<file path="src/rtl/axi_default_slave.sv">
// AXI4 terminating slave: completes every write/read with ERR_RESP and a constant read fill.
// Optional error log enabled by defining AXI_DEFAULT_SLV_ERRLOG_EN.
module axi_default_slave #(
  parameter int              DW         = 32,
  parameter int              AW         = 32,
  parameter int              IDW        = 4,
  parameter int              USRW       = 4,
  parameter logic [1:0]      ERR_RESP   = 2'b11,
  parameter logic [DW-1:0]   RDATA_FILL = {DW{1'b0}}
) (
  input  logic              aclk,
  input  logic              aresetn,
  input  logic              s_awvalid,
  output logic              s_awready,
  input  logic [AW-1:0]     s_awaddr,
  input  logic [IDW-1:0]    s_awid,
  input  logic [7:0]        s_awlen,
  input  logic [2:0]        s_awsize,
  input  logic [1:0]        s_awburst,
  input  logic [3:0]        s_awcache,
  input  logic [2:0]        s_awprot,
  input  logic              s_awlock,
  input  logic [3:0]        s_awqos,
  input  logic [3:0]        s_awregion,
  input  logic [USRW-1:0]   s_awuser,
  input  logic              s_wvalid,
  output logic              s_wready,
  input  logic              s_wlast,
  input  logic [DW-1:0]     s_wdata,
  input  logic [DW/8-1:0]   s_wstrb,
  input  logic [USRW-1:0]   s_wuser,
  output logic              s_bwvalid,
  input  logic              s_bwready,
  output logic [1:0]        s_bresp,
  output logic [IDW-1:0]    s_bid,
  output logic [USRW-1:0]   s_buser,
  input  logic              s_arvalid,
  output logic              s_aready,
  input  logic [AW-1:0]     s_araddr,
  input  logic [IDW-1:0]    s_arid,
  input  logic [7:0]        s_arlen,
  input  logic [2:0]        s_arsize,
  input  logic [1:0]        s_arburst,
  input  logic [3:0]        s_arcache,
  input  logic [2:0]        s_arprot,
  input  logic              s_arlock,
  input  logic [3:0]        s_arqos,
  input  logic [3:0]        s_arregion,
  input  logic [USRW-1:0]   s_aruser,
  output logic              s_rvalid,
  input  logic              s_rready,
  output logic              s_rlast,
  output logic [DW-1:0]     s_rdata,
  output logic [1:0]        s_rresp,
  output logic [IDW-1:0]    s_rid,
  output logic [USRW-1:0]   s_ruser
`ifdef AXI_DEFAULT_SLV_ERRLOG_EN
  ,
  output logic              err_valid,
  output logic              err_is_wr,
  output logic [AW-1:0]     err_addr,
  input  logic              err_clr
`endif
);

  typedef enum logic [1:0] {W_IDLE = 2'd0, W_DATA = 2'd1, W_RESP = 2'd2} w_state_t;
  typedef enum logic       {R_IDLE = 1'b0, R_DATA = 1'b1} r_state_t;

  w_state_t       w_state_r, w_next_s;
  r_state_t       r_state_r, r_next_s;
  logic           awready_r, wready_r, bvalid_r;
  logic           aready_r, rvalid_r, rlast_r;
  logic [IDW-1:0] bid_r, rid_r;
  logic [7:0]     cnt_r, cnt_next_s;
  logic           aw_hs_s, w_hs_s, b_hs_s, ar_hs_s, r_hs_s;

  assign aw_hs_s = s_awvalid & awready_r;
  assign w_hs_s  = s_wvalid  & wready_r;
  assign b_hs_s  = bvalid_r  & s_bwready;
  assign ar_hs_s = s_arvalid & aready_r;
  assign r_hs_s  = rvalid_r  & s_rready;

  // Write engine next-state decode
  always_comb begin
    w_next_s = w_state_r;
    case (w_state_r)
      W_IDLE: if (aw_hs_s) w_next_s = W_DATA; else w_next_s = W_IDLE;
      W_DATA: if (w_hs_s && s_wlast) w_next_s = W_RESP; else w_next_s = W_DATA;
      W_RESP: if (b_hs_s) w_next_s = W_IDLE; else w_next_s = W_RESP;
      default: w_next_s = W_IDLE;
    endcase
  end

  // Write engine state and registered handshake outputs
  always_ff @(posedge aclk) begin
    if (!aresetn) begin
      w_state_r <= W_IDLE;
      awready_r <= 1'b1;
      wready_r  <= 1'b0;
      bvalid_r  <= 1'b0;
      bid_r     <= {IDW{1'b0}};
    end else begin
      w_state_r <= w_next_s;
      awready_r <= (w_next_s == W_IDLE);
      wready_r  <= (w_next_s == W_DATA);
      bvalid_r  <= (w_next_s == W_RESP);
      if (aw_hs_s) bid_r <= s_awid;
    end
  end

  // Read engine next-state and beat counter decode; counter stops at zero
  always_comb begin
    r_next_s   = r_state_r;
    cnt_next_s = cnt_r;
    case (r_state_r)
      R_IDLE: begin
        if (ar_hs_s) begin
          r_next_s   = R_DATA;
          cnt_next_s = s_arlen;
        end else begin
          r_next_s   = R_IDLE;
          cnt_next_s = cnt_r;
        end
      end
      R_DATA: begin
        if (r_hs_s && (cnt_r == 8'd0)) begin
          r_next_s   = R_IDLE;
          cnt_next_s = 8'd0;
        end else if (r_hs_s) begin
          r_next_s   = R_DATA;
          cnt_next_s = cnt_r - 8'd1;
        end else begin
          r_next_s   = R_DATA;
          cnt_next_s = cnt_r;
        end
      end
      default: begin
        r_next_s   = R_IDLE;
        cnt_next_s = 8'd0;
      end
    endcase
  end

  // Read engine state, counter and registered R outputs
  always_ff @(posedge aclk) begin
    if (!aresetn) begin
      r_state_r <= R_IDLE;
      aready_r  <= 1'b1;
      rvalid_r  <= 1'b0;
      rlast_r   <= 1'b0;
      rid_r     <= {IDW{1'b0}};
      cnt_r     <= 8'd0;
    end else begin
      r_state_r <= r_next_s;
      aready_r  <= (r_next_s == R_IDLE);
      rvalid_r  <= (r_next_s == R_DATA);
      rlast_r   <= (r_next_s == R_DATA) && (cnt_next_s == 8'd0);
      cnt_r     <= cnt_next_s;
      if (ar_hs_s) rid_r <= s_arid;
    end
  end

  assign s_awready = awready_r;
  assign s_wready  = wready_r;
  assign s_bwvalid = bvalid_r;
  assign s_bid     = bid_r;
  assign s_bresp   = ERR_RESP;
  assign s_buser   = {USRW{1'b0}};
  assign s_aready  = aready_r;
  assign s_rvalid  = rvalid_r;
  assign s_rlast   = rlast_r;
  assign s_rid     = rid_r;
  assign s_rdata   = RDATA_FILL;
  assign s_rresp   = ERR_RESP;
  assign s_ruser   = {USRW{1'b0}};

`ifdef AXI_DEFAULT_SLV_ERRLOG_EN
  logic          err_valid_r, err_is_wr_r;
  logic [AW-1:0] err_addr_r;

  // First-miss log; a write wins over a simultaneous read, capture wins over clear
  always_ff @(posedge aclk) begin
    if (!aresetn) begin
      err_valid_r <= 1'b0;
      err_is_wr_r <= 1'b0;
      err_addr_r  <= {AW{1'b0}};
    end else if (!err_valid_r && (aw_hs_s || ar_hs_s)) begin
      err_valid_r <= 1'b1;
      err_is_wr_r <= aw_hs_s;
      err_addr_r  <= aw_hs_s ? s_awaddr : s_araddr;
    end else if (err_clr) begin
      err_valid_r <= 1'b0;
    end
  end

  assign err_valid = err_valid_r;
  assign err_is_wr = err_is_wr_r;
  assign err_addr  = err_addr_r;

  logic unused_inputs_s;
  assign unused_inputs_s = ^{s_awlen, s_awsize, s_awburst, s_awcache, s_awprot, s_awlock,
                             s_awqos, s_awregion, s_awuser, s_wdata, s_wstrb, s_wuser,
                             s_arsize, s_arburst, s_arcache, s_arprot, s_arlock, s_arqos,
                             s_arregion, s_aruser};
`else
  logic unused_inputs_s;
  assign unused_inputs_s = ^{s_awaddr, s_araddr, s_awlen, s_awsize, s_awburst, s_awcache,
                             s_awprot, s_awlock, s_awqos, s_awregion, s_awuser, s_wdata,
                             s_wstrb, s_wuser, s_arsize, s_arburst, s_arcache, s_arprot,
                             s_arlock, s_arqos, s_arregion, s_aruser};
`endif

endmodule

</file>
<file path="config.mk">
export PLATFORM = sky130hd
export DESIGN_NAME = axi_default_slave
export DESIGN_NICKNAME = d
export VERILOG_FILES = /design/src/rtl/axi_default_slave.sv
export SDC_FILE = /design/constraint.sdc
export NUM_CORES = 1
export LEC_CHECK = 0
export ABC_AREA = 1
export CAP_MARGIN = 20
export CORE_ASPECT_RATIO = 0.8
export CORE_MARGIN = 5
export CORE_UTILIZATION = 22
export CTS_CLUSTER_SIZE = 30
export DETAILED_ROUTE_END_ITERATION = 7
export PLACE_DENSITY = 0.8
export SYNTH_ARGS = -nofsm -noshare
export SYNTH_HDL_FRONTEND = slang
export SYNTH_SLANG_ARGS = --single-unit
</file>
<file path="constraint.sdc">
create_clock -name aclk -period 1.8 [get_ports aclk]
set_input_delay 0.45 -clock aclk [delete_from_list [all_inputs] [get_ports aclk]]
set_output_delay 0.45 -clock aclk [all_outputs]
set_load 0.1 [all_outputs]
</file>
=== Yosys cells after proc, flatten, opt, wreduce, memory -nomap -nowiden ===
Cells that the tools add are included.

* Add/sub/neg operators: 1
* Equality and inequality tests: 4
* Muxes and demuxes: 11
* Bitwise operators: 7
* Reductions and logical operators: 7

{| class="wikitable"
|+ Operators by type and width
! operator !! number
|-
| 8-bit two-way mux || 3
|-
| 8-bit logical NOT || 2
|-
| 8-bit case mux with 2 select lines || 1
|-
| 8-bit by 1-bit subtractor with 8-bit output, second input constant || 1
|-
| 2-bit case mux with 3 select lines || 1
|-
| 1-bit AND || 5
|-
| 2-bit by 1-bit equality test with 1-bit output, second input constant || 2
|-
| 2-bit equality test, second input constant || 2
|-
| 2-bit logical NOT || 2
|-
| 2-bit two-way mux || 2
|-
| 1-bit logical AND || 3
|-
| 1-bit two-way mux || 3
|-
| 1-bit inverter || 2
|-
| 1-bit case mux with 2 select lines || 1
|}

* Flip-flop bits (word level): 24
* Input bits: 186
* Output and inout port bits: 58
* Word-level logic and storage cells: 40

=== Logic depth before layout (Yosys ltp) ===
Gate-level depths: netlist of run 1.

* Depth after elaboration: 6
* Depth in mapped cells: 12
* Mapped depth without buffers: 12

=== Least setup slack after synthesis of run 1 ===
No wires, ideal clock.

* Path kind: reg2reg
* Start: register aready_r, in the netlist s_aready
* End: register rlast_r, in the netlist s_rlast
* Setup time: 0.064 ns
* Arrival time: 1.870 ns
* Data required time: 1.736 ns
* Slack: -0.133 ns
* Cell stages (with the launch flop): 10
* Path buffers: 1
* Clock period less this slack: 1.933 ns
* Path through: dfxtp_1 -> nand2_1 -> buf_6 -> inv_1 -> nand2_1 -> nand3_1 -> nand4_1 -> nor2_1 -> nand3_1 -> nor2_1

* Cells in the longest elaborated chain, start to end: 5
* Elaborated cells between the ends (all ways): 7
* Those cells by class: 4 x mux; 1 x bitwise; 2 x reduce/logical

{| class="wikitable"
|+ RTL lines
! item !! RTL line !! text
|-
| start: declaration || 72 || <nowiki>logic aready_r, rvalid_r, rlast_r;</nowiki>
|-
| start signal: assignment || 155 || <nowiki>aready_r <= (r_next_s == R_IDLE);</nowiki>
|-
| 1-bit AND (*) || 80 || <nowiki>assign ar_hs_s = s_arvalid & aready_r;</nowiki>
|-
| 8-bit two-way mux || 117 || <nowiki>if (ar_hs_s) begin</nowiki>
|-
| 8-bit case mux with 2 select lines || 115 || <nowiki>case (r_state_r)</nowiki>
|-
| 8-bit logical NOT || 157 || <nowiki>rlast_r <= (r_next_s == R_DATA) && (cnt_next_s == 8'd0);</nowiki>
|-
| 1-bit logical AND (*) || 157 ||
|-
| end signal: assignment || 157 ||
|-
| end: declaration || 72 ||
|}

Every way passes the cells marked *; elsewhere a longest branch is shown, timed or not.
A chain may end at the register's enable or synchronous reset.

=== Worst setup path after layout of run 1 ===
* Start: input port s_arvalid
* End: register rlast_r, in the netlist s_rlast

* Cells in the longest elaborated chain, start to end: 5
* Elaborated cells between the ends (all ways): 7
* Those cells by class: 4 x mux; 1 x bitwise; 2 x reduce/logical

{| class="wikitable"
|+ RTL lines
! item !! RTL line !! text
|-
| start: declaration || 37 || <nowiki>input logic s_arvalid,</nowiki>
|-
| 1-bit AND (*) || 80 ||
|-
| 8-bit two-way mux || 117 ||
|-
| 8-bit case mux with 2 select lines || 115 ||
|-
| 8-bit logical NOT || 157 ||
|-
| 1-bit logical AND (*) || 157 ||
|}

Marks and branches as above.

==> results of run 1 <==
-- routing by layer --
metal  track usage (%)  wire, um
met3              3.65       456
met2              13.3      1670
met4             0.706        41
met1              10.7      1600
met5                 0         0
-- registers in the layout (all words and copies together), names as in the netlist --
signal and flops:
cnt_r 8, s_bid 4, s_rid 4, w_state_r 2, s_aready 1, s_awready 1, s_bwvalid 1, s_rlast 1
s_rvalid 1, s_wready 1
-- layout make-up --
cell class              count  area [um2]
fillers                   733        4660
inverters                  19        71.3
repair buffers             51         618
clock buffers               3        41.3
multi-input cells         173         779
clock inverters             1        30.0
flip-flops and latches     24         483
well taps                  87         109
-- critical path, delay by kind of cell --
| kind | cells | cell delay (ps) |
|---|---|---|
| compound gates | 1 | 210 |
| buf+inv | 2 | 670 |
| simple gates | 5 | 520 |
-- final timing paths --
path / startpoint / to / slack, ps / depth (start not counted)
max: s_arvalid / s_rlast$_SDFF_PN0_ / 170 / 8
min: s_bid[1]$_SDFFE_PN0P_ / s_bid[1]$_SDFFE_PN0P_ / 530 / 2
max reg2reg: cnt_r[0]$_SDFF_PN0_ / s_rlast$_SDFF_PN0_ / 180 / 10
min reg2reg: s_bid[1]$_SDFFE_PN0P_ / s_bid[1]$_SDFFE_PN0P_ / 530 / 2
-- stage by stage --
step                TNS [ps]  hold slack [ps]  total power, mW
floorplan                  0              508             1.52
global placement        -335              512             1.69
detailed placement      -466              518             1.70
CTS                        0              529             2.19
global route               0              549             2.29
finish                     0              527             2.18
-- Yosys cell counts (2+ instances only) --
| master | n |
|---|---|
| nor2_1 | 41 |
| ha_1 | 2 |
| clkbuf_1 | 2 |
| inv_1 | 18 |
| a21oi_1 | 13 |
| xor2_1 | 2 |
| nand4_1 | 4 |
| nand3_1 | 8 |
| buf_4 | 44 |
| nand2_1 | 35 |
| o21ai_0 | 15 |
| buf_6 | 2 |
| nor2_2 | 3 |
| conb_1 | 2 |
| dfxtp_1 | 24 |
-- where the power goes --
group	switching [mW]	internal (mW)	leakage [nW]
logic	0.800	0.264	0.786
clock network	0.184	0.298	0.0357
registers	0.0556	0.582	0.198
total	1.04	1.14	1.02
-- logic make-up (layout without fill, tap and decap cells) --
| logic type | count (synthesis) | count (layout) | share of synthesized area, % |
|---|---|---|---|
| compound gates | 31 | 31 | 10.6 |
| xor+xnor | 2 | 2 | 1.15 |
| fa+ha+maj | 2 | 2 | 1.65 |
| buf+inv | 67 | 74 | 28.4 |
| flops | 24 | 24 | 31.6 |
| mux | 1 | 1 | 0.659 |
| other cells | 2 | 44 | 0.494 |
| simple gates | 93 | 93 | 25.4 |
==> impl_results.md, run 1 <==
- Status: finished clean
- Clock sinks: 24
- PostCTS Resize Cnt: 0
- GRT overflow: 0
- I/O Buffers: 37
- Hold Fails Final Rpt: 0
- Fin crit share: 90.7%
- RSZ-0062 raised after global routing: false
- Wire per inst: 10.5 um
- Placed cells: 354
- Slew Limit Fails: 0
- Most common cell after layout, fill and taps aside: conb_1
- #FFs+latches synth: 24
- Dpl hpwl: 3150 um
- Finished Core Util: 31.4%
- Global Route Usage Sum: 8.31%
- Layout cells sized above 1: 15.5%
- Global-route wire length before repair: 5820 um
- Slowest stage cell, crit path: clkdlybuf4s50_1
- Ys Warns: 0
- Worst path max stage delay: 460 ps
- CTS tree: built
- Synth-to-Final Area Change: 40.4%
- Leakage power: 1.02 nW
- Row cnt: 27
- Post-synth EDFFs: 0
- Nets: 460
- Total Wirelength: 3770 um
- Peak supply drop: 0.371 mV
- Remaining DRCs: 0
- DRT iter0 DRCs: 109
- Worst path cell trace: clkdlybuf4s50_1 > nand2_1 > buf_4 > o21ai_0 > nand2_1 > nor2_1 > nand3_1 > nor2_1
- Antenna violations before repair: 0
- Fin cells: 358
- Die Ht: 84.3 um
- Maximum clock frequency: 612 MHz
- Yosys top cell by area: dfxtp_1
- Gpl congestion: 0.898
- Die area: 8680 um2
- Number of vias per cell: 3.86
- Starting Density: 22.4%
- # Max-Cap Violations: 0
- Post-CTS Repair Setup Buffers: 0
- Total iterations of the first detailed-routing run: 4
- Final antenna diode count: 0
- Synth area leaders: dfxtp_1 (32%), buf_4 (22%), nor2_1 (10%), nand2_1 (8.6%), o21ai_0 (4.9%)
- Worst EP required: 2010 ps
- CP endpoint kind: register
- Synth cell types: 22
- Syn avg cell area: 6.84 um2
- WP data arrival: 1840 ps
- Period minus WS final: 1630 ps
- Boundary pin count: 244
- Max FO, Critical Path: 10
- Commonest non-fill, non-tap cells in the layout: conb_1 (44), nor2_1 (40), nand2_1 (35)
- H-tree levels: 1
- Hold Path Class: register to register
- Die Span X: 103 um
- Sequential element share of the synthesized area: 31.6%
- Critical path class: primary input to register
- Most used flip-flop cell after synthesis: dfxtp_1
- Cell Pwr Density: 1020 nW/um2
- Area of the core: 6790 um2
- Max Root-Sink Buffers: 2
- Worst-path clk slew: 80 ps
- Mapped Area: 1520 um2
- Share of Yosys cell area claimed by the top area cell type: 31.6%
- Vias in the first global route: 1257
- Worst slack, placed: -198 ps
- Async SR Flop Fraction: 0%
- Clock Skew: 7.93 ps
- Total vias in the final route: 1383
- Finished Cell Area: 2130 um2
- Final worst slack: 167 ps
- Clk_lat worst skew: 270 ps
- Post-CTS Hold Buffers: 0
- Mapped Cells: 222
- CP startpoint kind: primary input
- Final setup vio count: 0
- Root Buffer: clkbuf_8
- Num CTS Buffers: 3
- Largest net degree at the start of global routing: 15
- Placed instance area: 2040 um2
- Post-route ant nets: 0
Power figures use the tool's default switching activity.
==> run 2: changes to the inputs <==
Settings changed: ABC_AREA 1 to unset, ABC_CLOCK_PERIOD_IN_PS set to 1800, CORE_UTILIZATION 22 to 23, PLACE_DENSITY 0.8 to 0.82.
==> run 2 against run 1 <==
The flow now finishes with violations (setup timing). Final cell count down 8.4%. Total power up 2.8%. Combinational power up 8%.
==> impl_results.md, run 2 <==
- Status: complete, but fails checks
- Failing checks: setup timing
- Power Total: 2.24 mW
- # Max-Cap Violations: 0
- Gpl congestion: 0.886
- Most flops, register: cnt_r
- Root Buffer: clkbuf_8
- Most common cell after layout, fill and taps aside: conb_1
- Largest net degree at the start of global routing: 21
- Boundary pin count: 244
- Die Span X: 102 um
- Nets: 433
- Setup TNS: -658 ps
- Post-route ant nets: 0
- Beginning of the critical path: cnt_r[3]$_SDFF_PN0_
- Clock Skew: 10.7 ps
- CP startpoint kind: register
- Number of vias per cell: 4.18
- Dpl hpwl: 3330 um
- Hold Fails Final Rpt: 0
- Hold Path Class: register to register
- Worst EP required: 2000 ps
- Fin crit share: 130%
- Cell Pwr Density: 968 nW/um2
- Ys Warns: 0
- Worst Reg2Reg Path Length in Cells: 5
- Commonest non-fill, non-tap cells in the layout: conb_1 (44), buf_4 (25), nand2_1 (21), clkdlybuf4s50_1 (21), dfxtp_1 (20)
- Reg2reg start: cnt_r[3]$_SDFF_PN0_
- Maximum clock frequency: 426 MHz
- Synth cell types: 41
- Slew Limit Fails: 0
- Remaining DRCs: 0
- Post-synth top cells: buf_4 (44), dfxtp_1 (24), nand2_1 (21)
- Total Wirelength: 4410 um
- Final antenna diode count: 0
- Die area: 8510 um2
- Antenna violations before repair: 0
- Int Pwr: 1.22 mW
- Vias in the first global route: 1430
- GRT overflow: 0
- Starting Density: 24.0%
- Wire per inst: 13.4 um
- Post-synth EDFFs: 0
- RSZ-0062 raised after global routing: true
- Max FO, Critical Path: 2
- I/O Buffers: 37
- Clock group share of total power: 21.4%
- Final setup vio count: 2
- Placed cells: 319
- Period minus WS final: 2350 ps
- Switching Power: 1.03 mW
- Finished Core Util: 35.8%
- Combinational share of power: 50.6%
- Count leader, synth: buf_4
- Synth-to-Final Area Change: 49.2%
- Worst setup path endpoint: s_rlast$_SDFF_PN0_
- Global-route wire length before repair: 7140 um
- Placed instance area: 2140 um2
- Global Route Usage Sum: 10.4%
- Clk_lat worst skew: 280 ps
- Fin cells: 328
- Share of Yosys cell area claimed by the top area cell type: 30.9%
- DRT iter0 DRCs: 117
- Syn avg cell area: 8.35 um2
- Sw Ratio: 45.8%
- Num CTS Buffers: 3
- Row cnt: 26
- Most used flip-flop cell after synthesis: dfxtp_1
- Max Root-Sink Buffers: 2
- Area of the core: 6470 um2
- Peak supply drop: 0.329 mV
- Yosys top cell by area: dfxtp_1
- Mapped Cells: 186
- #FFs+latches synth: 24
- Total iterations of the first detailed-routing run: 4
- Max reg flops: 8
- Register share of total power: 27.9%
- CP endpoint kind: register
- Final worst slack: -548 ps
- WP data arrival: 2550 ps
- H-tree levels: 1
- Finished Cell Area: 2320 um2
- Clock sinks: 24
- Sequential element share of the synthesized area: 30.9%
- Worst-path clk slew: 90 ps
- Critical path class: register to register
- Post-CTS Hold Buffers: 0
- Total vias in the final route: 1372
- R2r setup slk: -550 ps
- CTS tree: built
- Die Ht: 83.5 um
- Async SR Flop Fraction: 0%
- Layout cells sized above 1: 26.6%
- Mapped Area: 1550 um2
- Leakage power: 1.02 nW
- Worst R2R End: s_rlast$_SDFF_PN0_
- Synth area leaders: dfxtp_1 (31%), buf_4 (21%), nand2_1 (5.1%), a21boi_0 (4.8%), and2_1 (3.2%)
## run 2: cell count changes after synthesis, sizes merged, moves of 8 or more
cell | before | now
nand2 | 36 | 21
inv | 19 | 5
nor2 | 44 | 5
a21boi | 0 | 10
a21oi | 13 | 3
and2 | 0 | 8
o21ai | 15 | 2
## run 2: kinds of logic (layout without fill, tap and decap cells)
kind of cell	Yosys count	count (layout)	share of synthesized area, %
compound gates	34	34	16.0
xor+xnor	5	5	2.82
fa+ha+maj	2	2	1.61
buf+inv	57	73	24.9
flops	24	24	30.9
mux	4	4	2.66
other cells	2	44	0.483
simple gates	58	58	20.6
## run 2: power groups by stage
stage / Combinational, mW / Sequential [mW] / Clock [mW]
final: 1.14 / 0.627 / 0.481
after global routing: 1.20 / 0.632 / 0.514
after CTS: 1.13 / 0.625 / 0.493
after detailed placement: 1.06 / 0.636 / 0
after global placement: 1.05 / 0.633 / 0
after floorplan: 0.706 / 0.783 / 0
## run 2: area by class of cell
class                           count  area, um2
Inverter                            5       18.8
Timing Repair Buffer               64        723
Tap cell                           84        105
Clock buffer                        3       41.3
Sequential cell                    24        490
Multi-Input combinational cell    147        910
Fill cell                         635       4160
Clock inverter                      1       30.0
## run 2: routing by layer
metal | vias up | wire [um] | global-route usage, %
li1 | 669 | - | -
met1 | 625 | 1750 | 12.1
met2 | 67 | 2190 | 18.4
met3 | 11 | 392 | 3.17
met4 | 0 | 78 | 2.50
met5 | - | 0 | 0
## run 2: critical path, stage by stage (launching register included)
cell and delay [ps]:
dfxtp_2 330, or3b_4 360, or4_1 480, a222oi_1 420, or4b_4 540, nor4_4 140
## run 2: how the worst min path moves through the flow
stage / startpoint / endpoint / slack, ps / cells after the start
after global routing: s_rid[0]$_SDFFE_PN0P_ / s_rid[0]$_SDFFE_PN0P_ / 540 / 2
after CTS: s_rid[0]$_SDFFE_PN0P_ / s_rid[0]$_SDFFE_PN0P_ / 510 / 2
after global placement: s_rid[0]$_SDFFE_PN0P_ / s_rid[0]$_SDFFE_PN0P_ / 490 / 2
after floorplan: w_state_r[1]$_SDFF_PN0_ / w_state_r[1]$_SDFF_PN0_ / 510 / 2
after detailed placement: s_rid[0]$_SDFFE_PN0P_ / s_rid[0]$_SDFFE_PN0P_ / 500 / 2
final: s_rid[3]$_SDFFE_PN0P_ / s_rid[3]$_SDFFE_PN0P_ / 510 / 2
## run 2: repair_timing
| item | CTS | global route |
|---|---|---|
| hold endpoints to repair | 0 | 0 |
| endpoints found under the setup margin | 9 | 7 |
| pin swaps | 4 | 5 |
| setup buffers | 10 | 1 |
| resized for setup | 13 | 11 |
| gates cloned | 0 | 0 |
## run 2: through the flow
step,setup slack (ps),hold slack (ps)
floorplan,-428,506
CTS,-622,513
detailed placement,-1020,499
global placement,-952,487
finish,-548,508
global route,-632,541
==> run 3: changes to the inputs <==
Settings changed: CORE_ASPECT_RATIO 0.8 to 0.5.
==> run 3 against run 2 <==
The flow still finishes with violations (setup timing). First-iteration DRC count fell by 37%. Sequential cell count did not move. Sequential power fell by 0.8%. Sequential share of layout area fell by 0.21 points.
==> impl_results.md, run 3 (synthesis results as in run 2) <==
- Fillers: 635
- DRT iter0 DRCs: 74
- Nets: 434
- Root Buffer: clkbuf_16
- Synth-to-Final Area Change: 49.9%
- Fin cells: 337
- Status: complete, but fails checks
- Vias in the first global route: 1236
- Combinational share of power: 48.5%
- Global-route wire length before repair: 5980 um
- Layout cells sized above 1: 24.5%
- Dpl hpwl: 3100 um
- Hold Fails Final Rpt: 0
- Total iterations of the first detailed-routing run: 5
- Most flops, register: cnt_r
- Starting Density: 23.5%
- Final setup vio count: 2
- Worst-path clk slew: 60 ps
- Total Wirelength: 4260 um
- Power Total: 2.34 mW
- Remaining DRCs: 0
- Global Route Usage Sum: 8.63%
- Max Root-Sink Buffers: 2
- CP endpoint kind: register
- Max reg flops: 8
- Leakage power: 1.03 nW
- Clock Skew: 4.17 ps
- CTS tree: built
- Switching Power: 1.04 mW
- Area of the core: 6620 um2
- Int Pwr: 1.30 mW
- RSZ-0062 raised after global routing: true
- Sw Ratio: 44.4%
- Most common cell after layout, fill and taps aside: conb_1
- Post-route ant nets: 0
- Commonest non-fill, non-tap cells in the layout: conb_1 (44), buf_4 (27), dfxtp_1 (22)
- Critical path class: register to register
- Antenna violations before repair: 0
- Cell Pwr Density: 1000 nW/um2
- H-tree levels: 1
- WP data arrival: 2620 ps
- Setup TNS: -831 ps
- Boundary pin count: 244
- I/O Buffers: 37
- Max FO, Critical Path: 2
- Row cnt: 21
- Number of vias per cell: 4.13
- GRT overflow: 0
- Final antenna diode count: 0
- Num CTS Buffers: 3
- Register share of total power: 26.6%
- CP startpoint kind: register
- Placed cells: 329
- Total vias in the final route: 1392
- Failing checks: setup timing
- Peak supply drop: 0.356 mV
- Maximum clock frequency: 409 MHz
- Die Ht: 68.1 um
- Worst EP required: 1970 ps
- Wire per inst: 12.7 um
- Fin crit share: 136%
- Slew Limit Fails: 0
- Die Span X: 126 um
- Period minus WS final: 2440 ps
- # Max-Cap Violations: 0
- Hold Path Class: register to register
- Clk_lat worst skew: 260 ps
- Gpl congestion: 0.871
- Final worst slack: -644 ps
- Die area: 8600 um2
- Clock group share of total power: 24.9%
- Post-CTS Hold Buffers: 0
- Largest net degree at the start of global routing: 21
- Clock sinks: 24
[run 3: final cells by class]
type	instances	area [um2]	area share [%]
flip-flops and latches	24	488	20.9
multi-input cells	147	890	38.2
clock buffers	4	100	4.30
well taps	92	115	4.94
repair buffers	65	718	30.8
inverters	5	18.8	0.806
[run 3: worst max-delay path, cell delays in order, from the launching register on]
cell and delay [ps]:
dfxtp_1 310, or3b_1 390, or4_1 480, a222oi_1 460
or4b_4 560, nor4_4 150
[run 3: metal layers]
metal  track usage (%)  vias up  wire, um
met5                 0        -         0
met4              4.01        0        85
met3             0.546        7       247
met2              16.5       53      2340
met1              10.2      664      1600
li1                  -      668         -
[run 3: path summary, 6_finish.rpt]
kind / startpoint / endpoint / slack, ps / depth (start not counted)
worst min register to register: s_rid[1]$_SDFFE_PN0P_ / s_rid[1]$_SDFFE_PN0P_ / 500 / 2
worst max register to register: cnt_r[2]$_SDFF_PN0_ / s_rlast$_SDFF_PN0_ / -640 / 5
worst min-delay path: s_rid[1]$_SDFFE_PN0P_ / s_rid[1]$_SDFFE_PN0P_ / 500 / 2
worst max-delay path: cnt_r[2]$_SDFF_PN0_ / s_rlast$_SDFF_PN0_ / -640 / 5
[run 3: stage by stage]
stage                     hold WS (ps)  setup WS [ps]  util [%]  area [um2]
final                              505           -644      35.2        2330
after global routing               544           -655      35.2        2330
after CTS                          503           -658      34.6        2290
after detailed placement           494          -1050      32.7        2160
after global placement             487           -965      32.7        2160
after floorplan                    506           -428         -        1730
[run 3: timing repair]
item | CTS | global route
pin swaps | 5 | 4
gates resized for setup | 7 | 5
setup buffers | 3 | 1
endpoints found under the hold margin | 0 | 0
setup endpoints to repair | 11 | 9
cloned | 0 | 0
[run 3: power by group through the flow]
stage | Sequential (mW) | Combinational [mW] | Clock, mW
global placement | 0.629 | 1.06 | 0
CTS | 0.620 | 1.09 | 0.589
detailed placement | 0.631 | 1.07 | 0
floorplan | 0.783 | 0.706 | 0
finish | 0.622 | 1.13 | 0.582
global route | 0.628 | 1.18 | 0.609
